File: config.mk
export PLATFORM = sky130hd
export DESIGN_NAME = nn_stream_decoder_flat
export DESIGN_NICKNAME = d
export VERILOG_FILES = /design/src/rtl/nn_stream_decoder_if.sv /design/src/rtl/nn_stream_decoder.sv /design/src/flat_wrapper.sv
export SDC_FILE = /design/constraint.sdc
export NUM_CORES = 1
export LEC_CHECK = 0
export ABC_AREA = 1
export ABC_CLOCK_PERIOD_IN_PS = 1600
export BUFFER_PORTS_ARGS = -buffer_cell sky130_fd_sc_hd__buf_2
export CAP_MARGIN = 30
export CORE_MARGIN = 2
export CORE_UTILIZATION = 58
export CTS_BUF_LIST = sky130_fd_sc_hd__clkbuf_4 sky130_fd_sc_hd__clkbuf_8
export CTS_CLUSTER_DIAMETER = 60
export DETAILED_ROUTE_END_ITERATION = 6
export MAX_ROUTING_LAYER = met4
export PLACE_DENSITY = 0.8
export SLEW_MARGIN = 20
export SYNTH_ARGS = -nofsm -noshare
export SYNTH_HDL_FRONTEND = slang
export SYNTH_SLANG_ARGS = --single-unit
File: constraint.sdc
create_clock -name CLK -period 1.6 [get_ports CLK]
set_input_delay 0.08 -clock CLK [delete_from_list [all_inputs] [get_ports CLK]]
set_output_delay 0.08 -clock CLK [all_outputs]
set_load 0.05 [all_outputs]
File: src/rtl/nn_stream_decoder_if.sv
// Handshake and stream bundle for nn_stream_decoder.
// The master drives the stream and READY. The slave (the decoder) returns the windowed count.
interface nn_stream_decoder_if #(
    parameter int unsigned WIDTH = 8
) ();
    logic           EN;
    logic           IN;
    logic           READY;
    logic [WIDTH:0] VALUE;
    logic           VALID;
    logic           OVERRUN;

    modport master (
        output EN, IN, READY,
        input  VALUE, VALID, OVERRUN
    );

    modport slave (
        input  EN, IN, READY,
        output VALUE, VALID, OVERRUN
    );
endinterface

File: src/rtl/nn_stream_decoder.sv
// Stochastic-to-binary decoder: counts ones over 2^WIDTH enabled samples, valid/ready output.
// Optional sticky overrun detection is enabled by defining NN_STREAM_DECODER_OVERRUN_EN.
module nn_stream_decoder #(
    parameter int unsigned WIDTH = 8
) (
    input logic                 CLK,
    input logic                 INIT,
    nn_stream_decoder_if.slave  bus
);
    typedef enum logic {StEmpty, StFull} state_e;

    state_e           state_q, state_d;
    logic [WIDTH-1:0] sc_q, sc_d;
    logic [WIDTH:0]   acc_q, acc_d;
    logic [WIDTH:0]   value_q, value_d;
    logic [WIDTH:0]   acc_sum;
    logic             win_close;

    assign win_close = bus.EN && (sc_q == {WIDTH{1'b1}});
    // The sample taken at window close is included in the reported count.
    assign acc_sum   = acc_q + {{WIDTH{1'b0}}, bus.IN};

    always_comb begin
        sc_d    = sc_q;
        acc_d   = acc_q;
        value_d = value_q;
        if (bus.EN) begin
            sc_d = sc_q + 1'b1;
            if (win_close) begin
                acc_d   = '0;
                value_d = acc_sum;
            end else begin
                acc_d = acc_sum;
            end
        end
    end

    always_comb begin
        state_d = state_q;
        unique case (state_q)
            StEmpty: if (win_close) state_d = StFull;
            StFull:  if (!win_close && bus.READY) state_d = StEmpty;
            default: state_d = StEmpty;
        endcase
    end

    always_ff @(posedge CLK) begin
        if (INIT) begin
            state_q <= StEmpty;
            sc_q    <= '0;
            acc_q   <= '0;
            value_q <= '0;
        end else begin
            state_q <= state_d;
            sc_q    <= sc_d;
            acc_q   <= acc_d;
            value_q <= value_d;
        end
    end

    assign bus.VALUE = value_q;
    assign bus.VALID = (state_q == StFull);

`ifdef NN_STREAM_DECODER_OVERRUN_EN
    logic overrun_q, overrun_d;

    // A close with the consumer stalled overwrites an unread result.
    always_comb begin
        overrun_d = overrun_q | (win_close && (state_q == StFull) && !bus.READY);
    end

    always_ff @(posedge CLK) begin
        if (INIT) begin
            overrun_q <= 1'b0;
        end else begin
            overrun_q <= overrun_d;
        end
    end

    assign bus.OVERRUN = overrun_q;
`else
    assign bus.OVERRUN = 1'b0;
`endif
endmodule

File: src/flat_wrapper.sv
// flat-port wrapper written by rule: the top's interface ports become plain ports
module nn_stream_decoder_flat 
#(
    parameter int unsigned WIDTH = 8
)
  (CLK, INIT, bus_EN, bus_IN, bus_READY, bus_VALUE, bus_VALID, bus_OVERRUN);
  nn_stream_decoder_if #(.WIDTH(WIDTH)) bus_i ();
  input logic CLK;
  input logic INIT;
  input wire logic [$bits(bus_i.EN)-1:0] bus_EN;
  input wire logic [$bits(bus_i.IN)-1:0] bus_IN;
  input wire logic [$bits(bus_i.READY)-1:0] bus_READY;
  output wire logic [$bits(bus_i.VALUE)-1:0] bus_VALUE;
  output wire logic [$bits(bus_i.VALID)-1:0] bus_VALID;
  output wire logic [$bits(bus_i.OVERRUN)-1:0] bus_OVERRUN;
  assign bus_i.EN = bus_EN;
  assign bus_i.IN = bus_IN;
  assign bus_i.READY = bus_READY;
  assign bus_VALUE = bus_i.VALUE;
  assign bus_VALID = bus_i.VALID;
  assign bus_OVERRUN = bus_i.OVERRUN;
  nn_stream_decoder #(.WIDTH(WIDTH)) u_core (.CLK(CLK), .INIT(INIT), .bus(bus_i));
endmodule
==> results.py <==
metrics = {
    "layout": {
        "nFillCells": 165,
        "finish.utilization": 0.6755,
        "drive_gt1_frac": 0.1390,
        "diodes": 0,
        "stdcell_count": 214,
        "area_growth_pct": 9.631,
        "design_area_um2": 1339,
        "nets": 196,
    },
    "floorplanning": {
        "rows": 16,
        "die_x_um": 49.89,
        "initial_core_util": 0.6162,
        "io_pins": 16,
        "dieArea_um2": 2489,
        "die_y_um": 49.89,
        "core_area_um2": 1982,
    },
    "synthesis": {
        "yosys.area.top_type": "dfxtp_1",
        "syn_inst": 172,
        "syn_avg_cell_area_um2": 7.100,
        "synth_nets": 180,
        "yosys.area.top_type_share": 0.4426,
        "ys_warn_count": 0,
        "synth.top_cells.by_area": "dfxtp_1 (44%), nand2_1 (13%), nor2_1 (11%)",
        "netlist_area_um2": 1221,
        "ys_ff_latch": 27,
        "ys_types": 23,
        "ys_seq_area_frac": 0.4426,
    },
    "clock_tree": {
        "root_buffer": "clkbuf_4",
        "holdBufCountCts": 1,
        "cts_inserted_buffers": 3,
        "clock-sinks": 27,
        "cts.reportedPaths.clkPinSlew_ns": 0.13,
        "cts_tree": "built",
        "clk_path_buf_depth": 2,
        "htree_levels": 1,
        "clk_latency_ns": 0.31,
        "post_cts_buffers": 0,
        "cts_resized": 0,
    },
    "placed_design": {
        "placed_cell_area_um2": 1299,
        "portBuffers": 14,
        "dp_hpwl_um": 1872,
        "place_congestion": 0.9041,
        "dp.cells": 209,
    },
    "critical_path": {
        "cp_max_fo": 4,
        "reg2reg_depth": 8,
        "critPathArrivalTime_ns": 1.72,
        "rr_endpoint": "u_core.acc_q[6]$_SDFFE_PP0P_",
        "rrSetupSlack_ns": 0.15,
        "cp-end-kind": "flip-flop",
        "worstSetupStartpointType": "flip-flop",
        "r2r_start": "u_core.acc_q[0]$_SDFFE_PP0P_",
        "worst-setup-path-type": "flip-flop to flip-flop",
        "worst_ep_required_time_ns": 1.86,
    },
    "timing": {
        "setup_viol": 0,
        "fmax_ghz": 0.6881,
        "hold_viol": 0,
        "min_period_ns": 1.453,
        "timing.final.crit_share": 0.9083,
        "slew_viol_final": 0,
        "setup_tns_ns": 0,
        "clock_skew_ns": 0.001514,
        "rsz0062_at_grt": "no",
    },
    "routing": {
        "vias_per_cell": 5.164,
        "drtIter0Drc": 33,
        "wire_per_inst_um": 12.04,
        "drt-pass1-iter-count": 4,
        "antenna_left": 0,
        "drc": 0,
        "wirelength_um": 2577,
        "vias": 1105,
    },
    "worst_hold_path": {
        "hold_path_depth": 2,
        "min_path_type": "input pin to flip-flop",
        "worstHoldStart": "bus_EN",
        "min_delay_worst_endpoint": "u_core.sc_q[0]$_SDFFE_PP0P_",
    },
    "job": {
        "maxCapViolCount": 0,
    },
    "global_routing": {
        "grt_use_total": 0.2365,
        "grt_pass1_wl_um": 4478,
        "antenna_found_initial": 0,
        "grt_max_degree": 15,
        "grt_pass1_vias": 1099,
        "gr-total-overflow": 0,
    },
    "power": {
        "p_per_area_nw_per_um2": 779.9,
        "total_power_w": 0.001044,
        "p_leak_nw": 0.6196,
        "ir_drop_mv": 0.6574,
    },
    "run_status": {
        "status": "finished clean",
    },
}
## worst max-delay path, cell delays in order (launching register included)
cell	delay [ns]
dfxtp_1	0.36
ha_1	0.17
ha_1	0.20
nand3_1	0.16
o21ai_0	0.18
nand2_1	0.12
nor2_1	0.11
nor2_1	0.05
nor2_1	0.07
## metrics by stage
step | hold slack, ns | worst slack, ns
after global routing | 0.07256 | 0.02827
after global placement | 0.3324 | 0.2774
after CTS | 0.06295 | 0.1546
after detailed placement | 0.3386 | 0.1880
after floorplan | 0.1491 | 0.3197
final | 0.06774 | 0.1467
## placed cells by master, fill, tap and decap left out, types with 2 or more instances in the layout
cell,count
o21ai_0,12
xnor2_1,3
nand2_1,41
nor2_1,36
nor3_1,2
inv_1,14
buf_2,14
dfxtp_1,27
xor2_1,2
ha_1,3
inv_2,2
clkbuf_4,4
nand3_1,4
a21oi_1,11
a21oi_2,2
nand3b_1,2
## report_power, final
group          total (W)  internal, W  leakage, nW  switching, W
Clock           0.000300     0.000114       0.0184      0.000186
Sequential      0.000686     0.000680        0.218    0.00000602
Combinational  0.0000577    0.0000170        0.383     0.0000407
Total            0.00104     0.000811        0.620      0.000233
## layout make-up
cell class	instances	area [um2]	share of cell area
clock buffer	4	30.03	0.02243
timing repair buffer	16	87.58	0.06542
tap	27	33.78	0.02523
sequential	27	540.5	0.4037
inverter	16	60.06	0.04486
multi-input combinational	124	586.8	0.4383
## kinds of logic (layout without fill, tap and decap cells)
logic type | count (synthesis) | in the layout | share of synthesized area
adders and majority gates | 3 | 3 | 0.03074
other | 1 | 1 | 0.003071
DFF | 27 | 27 | 0.4426
buffers and inverters | 21 | 36 | 0.07684
and+or+nand+nor | 89 | 89 | 0.2971
xor gates and xnor gates | 5 | 5 | 0.03587
AOI/OAI and AO/OA | 26 | 26 | 0.1137
## cells in the mapped netlist
| master | number |
|---|---|
| nand2_1 | 41 |
| nor2_1 | 36 |
| dfxtp_1 | 27 |
| inv_1 | 14 |
| o21ai_0 | 12 |
| a21oi_1 | 11 |
| nand3_1 | 4 |
| ha_1 | 3 |
| xnor2_1 | 3 |
| a21oi_2 | 2 |
| buf_4 | 2 |
| clkbuf_1 | 2 |
| inv_2 | 2 |
| nand3b_1 | 2 |
| nor3_1 | 2 |
| xor2_1 | 2 |
| a31oi_1 | 1 |
| buf_6 | 1 |
| conb_1 | 1 |
| nand2_2 | 1 |
| nand3_2 | 1 |
| nand4_1 | 1 |
| nor2_2 | 1 |
## how the worst max path moves through the flow
stage | from | end | slack, ns | cells past startpoint
after CTS | u_core.acc_q[0]$_SDFFE_PP0P_ | u_core.acc_q[6]$_SDFFE_PP0P_ | 0.15 | 8
after global placement | u_core.acc_q[0]$_SDFFE_PP0P_ | u_core.acc_q[6]$_SDFFE_PP0P_ | 0.28 | 9
final | u_core.acc_q[0]$_SDFFE_PP0P_ | u_core.acc_q[6]$_SDFFE_PP0P_ | 0.15 | 8
after detailed placement | u_core.acc_q[0]$_SDFFE_PP0P_ | u_core.acc_q[6]$_SDFFE_PP0P_ | 0.19 | 8
after floorplan | u_core.acc_q[0]$_SDFFE_PP0P_ | u_core.acc_q[6]$_SDFFE_PP0P_ | 0.32 | 9
after global routing | u_core.acc_q[0]$_SDFFE_PP0P_ | u_core.acc_q[6]$_SDFFE_PP0P_ | 0.03 | 9
## registers in the layout (all words and copies together), names as in the netlist
register / cells
u_core.sc_q: 8
u_core.bus.VALID: 1
u_core.acc_q: 9
u_core.bus.VALUE: 9
## metal layers
| layer | up-vias | routed length, um | global-route usage | share of wire |
|---|---|---|---|---|
| li1 | 568 | - | - | - |
| met2 | 23 | 1383 | 0.4267 | 0.54 |
| met5 | - | 0 | - | 0 |
| met3 | 2 | 76 | 0.04242 | 0.029 |
| met4 | 0 | 9 | 0.06481 | 0.0035 |
| met1 | 512 | 1107 | 0.2662 | 0.43 |
Note: power is estimated with default switching activity, not from simulation.
